[config.mk]
export PLATFORM = sky130hd
export DESIGN_NAME = alu_seq_muldiv
export DESIGN_NICKNAME = d
export VERILOG_FILES = /design/src/rtl/alu_pkg.sv /design/src/rtl/alu_muldiv_iter.sv /design/src/rtl/alu_seq_muldiv.sv
export SDC_FILE = /design/constraint.sdc
export NUM_CORES = 1
export LEC_CHECK = 0
export ABC_AREA = 1
export ABC_CLOCK_PERIOD_IN_PS = 11050
export CAP_MARGIN = 20
export CELL_PAD_IN_SITES_DETAIL_PLACEMENT = 0
export CELL_PAD_IN_SITES_GLOBAL_PLACEMENT = 1
export CORE_ASPECT_RATIO = 0.5
export CORE_MARGIN = 8
export CORE_UTILIZATION = 40
export CTS_BUF_LIST = sky130_fd_sc_hd__clkbuf_4 sky130_fd_sc_hd__clkbuf_8
export CTS_CLUSTER_SIZE = 10
export DETAILED_ROUTE_END_ITERATION = 10
export GPL_TIMING_DRIVEN = 0
export HOLD_SLACK_MARGIN = 0.06
export PLACE_DENSITY_LB_ADDON = 0.1
export SLEW_MARGIN = 40
export SYNTH_ARGS = -nofsm -noshare
export SYNTH_HDL_FRONTEND = slang
export SYNTH_SLANG_ARGS = --single-unit
[constraint.sdc]
create_clock -name clk -period 11.05 [get_ports clk]
set_input_delay 3.315 -clock clk [delete_from_list [all_inputs] [get_ports clk]]
set_output_delay 3.315 -clock clk [all_outputs]
set_load 0.02 [all_outputs]
[src/rtl/alu_pkg.sv]
// Shared opcodes, FSM state encoding and opcode classification for the
// sequential ALU with iterative RV32M multiply/divide.
package alu_pkg;

   localparam int OP_W = 5;

   typedef enum logic [OP_W-1:0] {
      OP_AND    = 5'b00000,
      OP_OR     = 5'b00001,
      OP_ADD    = 5'b00010,
      OP_SLL    = 5'b00100,
      OP_SRL    = 5'b00101,
      OP_SUB    = 5'b00110,
      OP_SRA    = 5'b00111,
      OP_EQ     = 5'b01000,
      OP_MUL    = 5'b10000,
      OP_MULH   = 5'b10001,
      OP_MULHU  = 5'b10010,
      OP_MULHSU = 5'b10011,
      OP_DIV    = 5'b10100,
      OP_DIVU   = 5'b10101,
      OP_REM    = 5'b10110,
      OP_REMU   = 5'b10111
   } alu_op_e;

   typedef enum logic [1:0] {IDLE, BUSY, DONE} alu_state_e;

   // Within the M group, bit 2 selects divide-class, bit 1 remainder, bit 0 unsigned
   function automatic logic is_muldiv(input logic [OP_W-1:0] op);
      return op[4:3] == 2'b10;
   endfunction

endpackage

[src/rtl/alu_muldiv_iter.sv]
// Iterative shift-add multiplier / restoring divider on operand magnitudes,
// one bit per cycle, with sign fix-up folded into the final iteration.
module alu_muldiv_iter
   import alu_pkg::*;
#(
   parameter int DATA_WIDTH = 32
) (
   input  logic                  clk,
   input  logic                  reset,
   input  logic                  start,
   input  logic [OP_W-1:0]       op,
   input  logic [DATA_WIDTH-1:0] a,
   input  logic [DATA_WIDTH-1:0] b,
   output logic                  done,
   output logic [DATA_WIDTH-1:0] result
);

   localparam int W  = DATA_WIDTH;
   localparam int CW = $clog2(DATA_WIDTH);

   logic            run;
   logic [CW-1:0]   cnt;
   logic [2*W-1:0]  acc, acc_nx, prod;
   logic [W-1:0]    opnd, ma, mb, q, r;
   logic            is_div, neg_q, neg_r, a_sgn, b_sgn;
   logic [1:0]      sel;
   logic [W:0]      sum, r_sh, diff;

   always_comb begin
      a_sgn = a[W-1] && (op == OP_MULH || op == OP_MULHSU || op == OP_DIV || op == OP_REM);
      b_sgn = b[W-1] && (op == OP_MULH || op == OP_DIV || op == OP_REM);
      ma    = a_sgn ? -a : a;
      mb    = b_sgn ? -b : b;
   end

   // acc holds {hi, multiplier} when multiplying and {remainder, quotient} when dividing
   always_comb begin
      sum  = {1'b0, acc[2*W-1:W]} + (acc[0] ? {1'b0, opnd} : '0);
      r_sh = acc[2*W-1:W-1];
      diff = r_sh - {1'b0, opnd};
      if (is_div)
         acc_nx = diff[W] ? {acc[2*W-2:0], 1'b0} : {diff[W-1:0], acc[W-2:0], 1'b1};
      else
         acc_nx = {sum, acc[W-1:1]};
      prod = neg_q ? -acc_nx : acc_nx;
      q    = neg_q ? -acc_nx[W-1:0] : acc_nx[W-1:0];
      r    = neg_r ? -acc_nx[2*W-1:W] : acc_nx[2*W-1:W];
      if (is_div)
         result = sel[1] ? r : q;
      else
         result = (sel == 2'b00) ? prod[W-1:0] : prod[2*W-1:W];
   end

   assign done = run && (&cnt);

   always_ff @(posedge clk) begin
      if (reset) begin
         run    <= 1'b0;
         cnt    <= '0;
         acc    <= '0;
         opnd   <= '0;
         is_div <= 1'b0;
         sel    <= '0;
         neg_q  <= 1'b0;
         neg_r  <= 1'b0;
      end else if (start) begin
         run    <= 1'b1;
         cnt    <= '0;
         is_div <= op[2];
         sel    <= op[1:0];
         neg_q  <= a_sgn ^ b_sgn;
         neg_r  <= a_sgn;
         opnd   <= op[2] ? mb : ma;
         acc    <= op[2] ? {{W{1'b0}}, ma} : {{W{1'b0}}, mb};
      end else if (run) begin
         acc <= acc_nx;
         cnt <= cnt + 1'b1;
         if (&cnt) run <= 1'b0;
      end
   end

endmodule

[src/rtl/alu_seq_muldiv.sv]
// Registered execute-stage ALU with valid/ready handshakes; base ops and
// divide special cases finish in one cycle, multiply/divide iterate.
module alu_seq_muldiv
   import alu_pkg::*;
#(
   parameter int DATA_WIDTH    = 32,
   parameter int OPCODE_LENGTH = 5,
   parameter int SHAMT_WIDTH   = $clog2(DATA_WIDTH)
) (
   input  logic                     clk,
   input  logic                     reset,
   input  logic                     in_valid,
   output logic                     in_ready,
   input  logic [DATA_WIDTH-1:0]    SrcA,
   input  logic [DATA_WIDTH-1:0]    SrcB,
   input  logic [OPCODE_LENGTH-1:0] Operation,
   output logic                     out_valid,
   input  logic                     out_ready,
   output logic [DATA_WIDTH-1:0]    ALUResult,
   output logic                     busy
);

   localparam int W = DATA_WIDTH;
   localparam logic [W-1:0] MOST_NEG = {1'b1, {(W-1){1'b0}}};

   alu_state_e          state;
   logic [OP_W-1:0]     op;
   logic [SHAMT_WIDTH-1:0] shamt;
   logic [W-1:0]        base_res, fast_res, iter_res;
   logic                fast, accept, start, iter_done;

   assign op     = Operation;
   assign shamt  = SrcB[SHAMT_WIDTH-1:0];
   assign accept = in_ready && in_valid;
   assign start  = accept && is_muldiv(op) && !fast;

   always_comb begin
      case (op)
         OP_AND:  base_res = SrcA & SrcB;
         OP_OR:   base_res = SrcA | SrcB;
         OP_ADD:  base_res = SrcA + SrcB;
         OP_SUB:  base_res = SrcA - SrcB;
         OP_SLL:  base_res = SrcA << shamt;
         OP_SRL:  base_res = SrcA >> shamt;
         OP_SRA:  base_res = $signed(SrcA) >>> shamt;
         OP_EQ:   base_res = {{(W-1){1'b0}}, SrcA == SrcB};
         default: base_res = '0;
      endcase
      // Divide by zero and signed overflow bypass the iterative datapath
      fast = is_muldiv(op) && op[2] &&
             ((SrcB == '0) || (!op[0] && SrcA == MOST_NEG && SrcB == '1));
      if (SrcB == '0)
         fast_res = op[1] ? SrcA : '1;
      else
         fast_res = op[1] ? '0 : SrcA;
   end

   alu_muldiv_iter #(.DATA_WIDTH(DATA_WIDTH)) u_iter (
      .clk    (clk),
      .reset  (reset),
      .start  (start),
      .op     (op),
      .a      (SrcA),
      .b      (SrcB),
      .done   (iter_done),
      .result (iter_res)
   );

   always_ff @(posedge clk) begin
      if (reset) begin
         state     <= IDLE;
         in_ready  <= 1'b1;
         busy      <= 1'b0;
         out_valid <= 1'b0;
         ALUResult <= '0;
      end else begin
         case (state)
            IDLE: if (in_valid) begin
               in_ready <= 1'b0;
               if (start) begin
                  state <= BUSY;
                  busy  <= 1'b1;
               end else begin
                  state     <= DONE;
                  out_valid <= 1'b1;
                  ALUResult <= fast ? fast_res : base_res;
               end
            end
            BUSY: if (iter_done) begin
               state     <= DONE;
               busy      <= 1'b0;
               out_valid <= 1'b1;
               ALUResult <= iter_res;
            end
            DONE: if (out_ready) begin
               state     <= IDLE;
               out_valid <= 1'b0;
               in_ready  <= 1'b1;
            end
            default: begin
               state     <= IDLE;
               in_ready  <= 1'b1;
               busy      <= 1'b0;
               out_valid <= 1'b0;
            end
         endcase
      end
   end

endmodule

* Word-level counts from Yosys, hierarchy flattened
Cells that the tools add are included. W data, S select, Z words.
Storage, ports and cells: output and inout port bits 35, input port bits 73, bits in registers 144, word-level logic and storage cells 128
Operators by class: shifts and indexed selects 3, reductions and logical operators 31, bitwise operators 5, muxes and demuxes 44, eq/ne operators 22, add/subtract/negate cells 10
Operator list (count):
- $mux W32 | 17
- $mux W64 | 5
- $pmux W32 S8 | 1
- $neg A32 Y32 | 4
- $eq A32 B32 Y1 const B | 2
- $neg A64 Y64 | 1
- $pmux W32 S2 | 1
- $add A32 B33 Y33 | 1
- $sub A33 B32 Y33 | 1
- $add A32 B32 Y32 | 1
- $and A32 B32 Y32 | 1
- $eq A32 B32 Y1 | 1
- $logic_not A32 Y1 | 1
- $or A32 B32 Y32 | 1
- $shl A32 B5 Y32 | 1
- $shr A32 B5 Y32 | 1
- $sshr A32 B5 Y32 | 1
- $sub A32 B32 Y32 | 1
- $eq A5 B3 Y1 const B | 4
- $eq A5 B5 Y1 const B | 4
- $mux W1 | 12
- $reduce_and A4 Y1 | 3
- $logic_and A1 B1 Y1 | 10
- $ne A2 B2 Y1 const B | 5
- 19 further kinds | 35

* Logic depth before layout (Yosys ltp)
Gate-level depths: netlist (run 1).
depth in word-level cells 10, mapped depth 38, depth with buffers taken out 38

* Modules after synthesis
From an unflattened synthesis (run 1), not the netlist that was laid out.
Second synthesis, totals: cell total of the unflattened synthesis 5478, area total of the unflattened synthesis 28304.6 µm²
Modules (own cells, without submodules):
- alu_muldiv_iter | seq. area each 2142.1 µm², area each 16077.9 µm², cells each 2975, times used 1
- alu_seq_muldiv | seq. area each 740.7 µm², area each 12226.7 µm², cells each 2503, times used 1

* Worst setup path after synthesis (run 1)
No wires, ideal clock.
path type input-to-reg, from in SrcB[2], to reg ALUResult[28], arrival time 6707 ps, path buffers 4, slack 4210 ps, data required time 10918 ps, stages 26, library setup time 132 ps, cell sequence clkbuf_1 > inv_1 > clkbuf_1 > clkbuf_1 > buf_1 > ha_1 > inv_1 > nand2_1 > o21ai_0 > nand2_1 > nand2_1 > a21oi_1 > o21ai_0 > nand2_1 > nand2_1 > a21oi_1 > o21ai_0 > nand2_1 > nand2_1 > nand2_1 > nand2_1 > o21ai_0 > nor2_1 > nand3_1 > nand3_1 > a21oi_1
On the way: word-level cells in the longest chain between the ends 8, elaborated cells between the ends (all ways) 20, classes of those cells add/sub (2); eq/ne (2); shift (3); mux (6); reduce/logical (7)
RTL lines:
- start, declared | line alu_seq_muldiv.sv:15 | input logic [DATA_WIDTH-1:0] SrcB,
- parallel branches: the longest is 8 deep, another holds $sub A32 B32 Y32
- end signal, assigned | line alu_seq_muldiv.sv:86 | ALUResult <= fast ? fast_res : base_res;
- end signal, assigned | line alu_seq_muldiv.sv:93 | ALUResult <= iter_res;
- end, declared | line alu_seq_muldiv.sv:19 | output logic [DATA_WIDTH-1:0] ALUResult,
Parallel ways; which one is timed is not known. The select of a mux whose other input is x is not followed. A chain may end at the register's enable or synchronous reset.

* Worst setup path in the final report (run 1)
from in SrcB[2], to reg ALUResult[26]
Same word-level chain as after synthesis.

==> summary.md, run 1 <==
| Metric | Value |
|---|---|
| CTS Buf Count | `17` |
| Die footprint | `74,300 um^2` |
| Setup_tns | `0 ns` |
| Post-CTS Setup Repair Bufs | `0` |
| F_max | `0.105 GHz` |
| CP arrival | `9.99 ns` |
| Most Frequent Cell on Critical Path | `nand2_1` |
| Worst hold stages | `2` |
| Leading area contributor after synthesis | `nand2_1` |
| # DRC | `0` |
| Yosys top cell area share | `0.192` |
| Total grt overflow | `0` |
| 1st-pass router iterations | `6` |
| CTS Buffer Depth | `2` |
| Hold Buf Count CTS | `0` |
| First-pass GRT wire length | `214,000 um` |
| Layer carrying the most global-route usage | `met2` |
| CP max FO | `11` |
| Pwr Density | `87.1 nW/um^2` |
| Commonest non-fill, non-tap cell in the layout | `nand2_1` |
| Chip width | `377 um` |
| Net Count, Synth | `5,081` |
| Placed cell count | `5,829` |
| Synthesized cell area | `26,100 um^2` |
| Largest family of logic cells by synthesized area | `simple AND/OR/NAND/NOR gates` |
| Seq/Total Area, Yosys | `0.110` |
| Post-synthesis xor/xnor area fraction | `0.0406` |
| Lkg Pwr | `13.8 nW` |
| Worst VDD drop | `0.0000634 V` |
| Met1 Usage GRT | `0.481` |
| Tot Pwr | `0.00250 W` |
| Clock Latency Late Sink | `0.54 ns` |
| Worst setup EP type | `flop` |
| Yosys warns | `0` |
| Final nets | `5,209` |
| Vias in the first global route | `32,656` |
| Drt total wl | `150,000 um` |
| EDFF count, synth | `0` |
| Share of layout cells above drive strength 1 | `0.0438` |
| Max Cap Violations | `0` |
| Adder-cell share of the synthesized area | `0.0830` |
| Distinct cells, synth | `65` |
| Sw Ratio | `0.528` |
| Slew headroom | `0.284` |
| Worst path depth | `27` |
| Initial antenna violation count | `8` |
| Crit path largest cell delay | `0.70 ns` |
| Worst Setup Path Type | `input port to flop` |
| Pin count of the biggest net entering global routing | `17` |
| Hold Fails Final Rpt | `0` |
| Routed wire per std cell | `25.6 um` |
| Root Buffer | `clkbuf_8` |
| Vias | `34,925` |
| IO Count | `108` |
| Final setup fails | `0` |
| Fin cells | `5,865` |
| Synthesized flop and latch total | `144` |
| Starting Density | `0.403` |
| Comb power frac | `0.576` |
| GP Congestion | `1.08` |
| Placed wire-length estimate | `126,000 um` |
| Cts repair resizes | `0` |
| RSZ-0062 raised after global routing | `false` |
| Synth Area in Compound Gates | `0.246` |
| Syn_area_per_cell | `5.40 um^2` |
| Tot GR Track Use | `0.384` |
| Req. time, crit path | `11.48 ns` |
| Main synth FF type | `dfxtp_1` |
| Die height | `197 um` |
| Met2 Track Usage GR | `0.615` |
| Synth-to-Final Area Change | `10.1%` |
| Clock Pin Slew Worst Setup and Hold Paths | `0.09 ns` |
| CTS sink cnt | `144` |
| Commonest non-fill, non-tap cells in the layout | `1,333 x nand2_1, 652 x inv_1, 430 x nor2_1` |
| Row Count | `66` |
| Clk_skew | `0.0175 ns` |
| Ys async rst share | `0` |
| FF-to-FF path depth | `31` |
| Minimum clock period | `9.56 ns` |
| H-tree depth | `4` |
| M3 GR Usage | `0.0777` |
| Drt via density | `5.95` |
| Post-synthesis mux area share | `0.00536` |
| Final core occ | `0.444` |
| Largest cells by area after synthesis | `nand2_1 19%, dfxtp_1 11%, inv_1 9.4%` |
| CTS tree | `built` |
| Switching power total | `0.00132 W` |
| Seq pwr share | `0.235` |
| Tcrit/Tclk final | `0.865` |
| Startpoint class of the critical path | `input port` |
| Slew @ Worst Pin | `1.06 ns` |
| Slew Limit Fails | `0` |
| Core area | `64,800 um^2` |
| PortBufs | `107` |
| Gate count of the mapped netlist | `4,837` |
| Post-DRT Antenna Nets | `0` |
| Clock share of power | `0.189` |
| Slowest CP cell | `buf_1` |
| Pint | `0.00118 W` |
| Hold Crit Class | `flop to flop` |
| Post-Synth Simple-Gate Area | `0.380` |
| Worst path bufs/invs | `10` |
| Initial DRC count | `4,262` |
| Outcome | `completed` |
| Worst path top cell family by delay | `buffers and inverters` |
## path summary, 6_finish.rpt
check                   from        endpoint  slack [ns]
min reg2reg   u_iter.acc[14]  u_iter.acc[14]        0.48
max reg2reg  u_iter.opnd[27]   ALUResult[12]        5.37
max                  SrcB[2]   ALUResult[26]        1.49
min           u_iter.acc[14]  u_iter.acc[14]        0.48
## tightest hold or removal path, cell delays in order, from the launching register on
cell	delay (ns)
dfxtp_1	0.32
inv_1	0.06
a21oi_1	0.06
## cell type report
type	instances	area, um^2
clock inverters	14	171
fillers	7393	36100
diodes	3	7.51
repair buffers	109	1080
plain buffers	230	985
flip-flops and latches	144	2880
inverters	679	2550
multi-input cells	3784	19700
well taps	884	1110
clock buffers	18	248
## power by group through the flow
stage          clock (W)  combinational (W)  sequential, W
2_1_floorplan          0           0.000847       0.000610
3_3_place_gp           0            0.00138       0.000597
3_5_place_dp           0            0.00138       0.000597
4_1_cts         0.000471            0.00139       0.000586
5_1_grt         0.000492            0.00154       0.000591
6_report        0.000473            0.00144       0.000589
## Yosys cell counts (8+ instances only)
library cell  count
a221oi_1         10
o21ai_1          16
nor3_1           59
nand2_2          29
a22oi_1           8
xnor2_1          12
nand3b_1         21
xor2_1          109
ha_1            167
a22o_1            9
o21a_1           17
a31oi_1          18
nor4_1           14
o211ai_1         50
inv_1           652
a211oi_1         11
nand4_1          51
nand2_1        1333
dfxtp_1         144
buf_1            29
nand3_1         309
nor2_2           23
a21oi_1         426
or2_2            24
inv_2            20
o22ai_1          50
buf_2            30
o21bai_1         11
mux2i_1          14
o2111ai_1        21
nand3_2          10
o21ai_0         424
clkbuf_1        161
nor2_1          431
o221ai_1         18
## cell families (layout without fill, tap and decap cells)
family	Yosys count	after routing
simple gates	2339	2339
other cells	0	3
fa+ha+maj	171	171
mux	14	14
buf+inv	909	1050
compound gates	1139	1139
flops	144	144
xor+xnor	121	121
## stage by stage
stage / hold WS (ns) / area (um^2) / setup slack, ns
global placement: 0.457 / 28300 / 1.20
finish: 0.480 / 28800 / 1.49
floorplan: 0.439 / 26100 / 4.21
detailed placement: 0.455 / 28300 / 1.20
global route: 0.492 / 28800 / 1.27
CTS: 0.477 / 28800 / 1.75
## routing by layer
metal	share of wire	vias to the layer above
met5	0.0011	-
met4	0.065	8
met3	0.10	467
met2	0.43	2120
met1	0.40	16214
li1	-	16116
## state kept, by name, indices dropped and copies added, names as in the netlist
signal / flops
u_iter.sel: 2
u_iter.cnt: 5
out_valid: 1
u_iter.opnd: 32
u_iter.neg_q: 1
in_ready: 1
u_iter.is_div: 1
busy: 1
state: 2
u_iter.neg_r: 1
u_iter.acc: 64
u_iter.run: 1
ALUResult: 32
(Power assumes the default switching activity.)
==> run 2, diff against run 1 <==
--- a/config.mk
+++ b/config.mk
@@ -10,7 +10,7 @@
 export CAP_MARGIN = 20
 export CELL_PAD_IN_SITES_DETAIL_PLACEMENT = 0
 export CELL_PAD_IN_SITES_GLOBAL_PLACEMENT = 1
-export CORE_ASPECT_RATIO = 0.5
+export CORE_ASPECT_RATIO = 1.2
 export CORE_MARGIN = 8
 export CORE_UTILIZATION = 40
 export CTS_BUF_LIST = sky130_fd_sc_hd__clkbuf_4 sky130_fd_sc_hd__clkbuf_8
@@ -22,4 +22,5 @@
 export SLEW_MARGIN = 40
 export SYNTH_ARGS = -nofsm -noshare
 export SYNTH_HDL_FRONTEND = slang
+export SYNTH_HIERARCHICAL = 1
 export SYNTH_SLANG_ARGS = --single-unit
==> summary.md, run 2 <==
| Metric | Value |
|---|---|
| Max FFs per register | `64 (unchanged)` |
| # DRC | `0 (unchanged)` |
| Yosys warns | `6 (+6)` |
| Lkg Pwr | `16.5 nW (+19%)` |
| Startpoint class of the critical path | `input port` |
| Drt via density | `5.76 (-3.3%)` |
| IO Count | `108 (unchanged)` |
| Initial DRC count | `4,416 (+3.6%)` |
| Post-DRT Antenna Nets | `0 (unchanged)` |
| Filler cells | `8,243 (+11%)` |
| Slew headroom | `0.302 (+0.0184)` |
| Worst hold slack | `0.473 ns (-0.00755 ns)` |
| Synth-to-Final Area Change | `9.38%` |
| Tcrit/Tclk final | `0.730 (-0.135)` |
| Clock Latency Late Sink | `0.51 ns (-0.03 ns)` |
| Pwr Density | `82.0 nW/um^2 (-5.8%)` |
| Synthesized cell area | `28,300 um^2 (+8.3%)` |
| Worst path top cell family by delay | `buffers and inverters` |
| Final setup fails | `0 (unchanged)` |
| CP max FO | `10 (-1)` |
| Share of layout cells above drive strength 1 | `0.0443 (+0.000537)` |
| Crit-path cells | `clkdlybuf4s50_1, buf_4, nor2_2, nand2_1, nor2_1, nand2_1, nor2_4, inv_2, nand2_4, nand2_4, buf_2, nand2_1, inv_1, clkbuf_1, nand2_1, inv_1, clkbuf_1, clkbuf_1, a22oi_1, nand2_1, nand2_1, inv_1` |
| RSZ-0062 raised after global routing | `false` |
| Setup_tns | `0 ns (unchanged)` |
| Largest cells by area after synthesis | `nand2_1 25%, nand3_1 10%, dfxtp_1 10%` |
| Core area | `70,600 um^2 (+8.8%)` |
| Worst path bufs/invs | `10 (unchanged)` |
| Commonest non-fill, non-tap cell in the layout | `nand2_1` |
| Net Count, Synth | `5,726 (+13%)` |
| Root Buffer | `clkbuf_8` |
| Gate count of the mapped netlist | `5,478 (+13%)` |
| Slew @ Worst Pin | `1.04 ns (-0.0202 ns)` |
| 1st-pass router iterations | `7 (+1)` |
| Outcome | `completed` |
| Final worst setup slack | `2.99 ns (+1.50 ns)` |
| Most instantiated cells after synthesis | `1,860 x nand2_1, 749 x inv_1, 577 x nand3_1` |
| Distinct cells, synth | `63 (-3.1%)` |
| Most common cell in the netlist | `nand2_1` |
| Row Count | `107 (+62%)` |
| Hold Buf Count CTS | `0 (unchanged)` |
| Yosys top cell area share | `0.247 (+0.0552)` |
| Syn_area_per_cell | `5.17 um^2 (-4.3%)` |
| CP arrival | `8.52 ns (-1.47 ns)` |
| Pre-CTS setup slack | `2.75 ns (+1.55 ns)` |
| Worst VDD drop | `0.0000864 V (+36%)` |
| Die footprint | `79,600 um^2 (+7.2%)` |
| Slowest CP cell | `clkdlybuf4s50_1` |
| Tot GR Track Use | `0.407 (+0.0228)` |
| Crit path largest cell delay | `0.85 ns (+0.15 ns)` |
| Chip width | `259 um (-31%)` |
| Routed wire per std cell | `25.7 um (+0.43%)` |
| Hold Crit Class | `flop to flop` |
| Commonest non-fill, non-tap cells in the layout | `1,860 x nand2_1, 749 x inv_1, 577 x nand3_1` |
| Max Cap Violations | `0 (unchanged)` |
| H-tree depth | `4 (unchanged)` |
| Vias | `37,696 (+7.9%)` |
| Leading area contributor after synthesis | `nand2_1` |
| F_max | `0.124 GHz (+19%)` |
| First-pass GRT wire length | `238,000 um (+11%)` |
| Synthesized flop and latch total | `144 (unchanged)` |
| CTS tree | `built` |
| Clk_skew | `0.0183 ns (+0.000833 ns)` |
| Multi-input gate area | `21,600 um^2 (+9.6%)` |
| GP Congestion | `1.12 (+3.5%)` |
| Drt total wl | `168,000 um (+12%)` |
| Total grt overflow | `0 (unchanged)` |
| Main synth FF type | `dfxtp_1` |
| EDFF count, synth | `0 (unchanged)` |
| CTS Buffer Depth | `2 (unchanged)` |
| Worst setup EP type | `flop` |
| Final nets | `5,852 (+12%)` |
| Worst Setup Path Type | `input port to flop` |
| Clock Pin Slew Worst Setup and Hold Paths | `0.11 ns (+0.02 ns)` |
| CTS sink cnt | `144 (unchanged)` |
| Minimum clock period | `8.06 ns (-1.50 ns)` |
| CTS Buf Count | `17 (unchanged)` |
| Post-CTS Setup Repair Bufs | `0 (unchanged)` |
| Slew Limit Fails | `0 (unchanged)` |
| Most flops, register | `u_iter/acc` |
| PortBufs | `107 (unchanged)` |
| Vias in the first global route | `35,092 (+7.5%)` |
| Register area | `2880 um^2 (unchanged)` |
| Seq/Total Area, Yosys | `0.102 (-0.00849)` |
| Ys async rst share | `0 (unchanged)` |
| Initial antenna violation count | `6 (-2)` |
| Placed wire-length estimate | `140,000 um (+11%)` |
| Cts repair resizes | `0 (unchanged)` |
| Pin count of the biggest net entering global routing | `19 (+2)` |
| Req. time, crit path | `11.51 ns (+0.03 ns)` |
| Hold Fails Final Rpt | `0 (unchanged)` |
| Die height | `307 um (+56%)` |
| Starting Density | `0.401 (-0.00187)` |
| Biggest regs | `u_iter/acc: 64 flops, ALUResult: 32 flops, u_iter/opnd: 32 flops` |
| Most Frequent Cell on Critical Path | `nand2_1` |
## run 2: cell type report
type	count	area share
Clock inverter	15	0.00570
Timing Repair Buffer	107	0.0346
Tap cell	926	0.0374
Clock buffer	17	0.00756
Multi-Input combinational cell	4357	0.699
Antenna cell	2	0.000162
Inverter	765	0.0928
Sequential cell	144	0.0931
Buffer	212	0.0302
## run 2: stage by stage
stage	instance area (um^2)	util	std cells	total power, W
floorplan	28300	-	5478	0.00147
global placement	30500	0.433	6511	0.00204
detailed placement	30500	0.433	6511	0.00204
CTS	30900	0.439	6543	0.00249
global route	31000	0.439	6544	0.00267
finish	31000	0.439	6545	0.00254
## run 2: path summary, 6_finish.rpt
kind | startpoint | endpoint | slack (ns) | cells after the start
worst max register to register | u_iter/acc[31] | ALUResult[24] | 4.90 | 38
worst min register to register | ALUResult[25] | ALUResult[25] | 0.47 | 2
worst max-delay path | SrcB[0] | u_iter/acc[2] | 2.99 | 22
worst min-delay path | ALUResult[25] | ALUResult[25] | 0.47 | 2
## run 2: logic make-up (layout without fill, tap and decap cells)
group                      Yosys count  count (layout)  share of synthesized area
and+or+nand+nor                   3278            3278                      0.492
buffers and inverters              977            1116                      0.134
AOI/OAI and AO/OA                  790             790                      0.158
adders and majority gates          175             175                     0.0784
DFF                                144             144                      0.102
xor gates and xnor gates           113             113                     0.0350
muxes                                1               1                   0.000354
other                                0               2                          0
## run 2: routing by layer
layer  vias up  global-route usage  wire length, um
li1      17769                   -                -
met1     17168               0.449            60900
met2      2065               0.664            75100
met3       692              0.0634            12900
met4         2               0.380            19300
met5         -             0.00432               45
## run 2: tightest hold or removal path, stage by stage (launching register included)
cell,delay (ns)
dfxtp_1,0.33
nand2_1,0.06
a21oi_1,0.05
## run 2: power breakdown
part           internal, W  switching (W)
clock network     0.000175       0.000277
registers         0.000547      0.0000288
logic             0.000408        0.00110
total              0.00113        0.00141
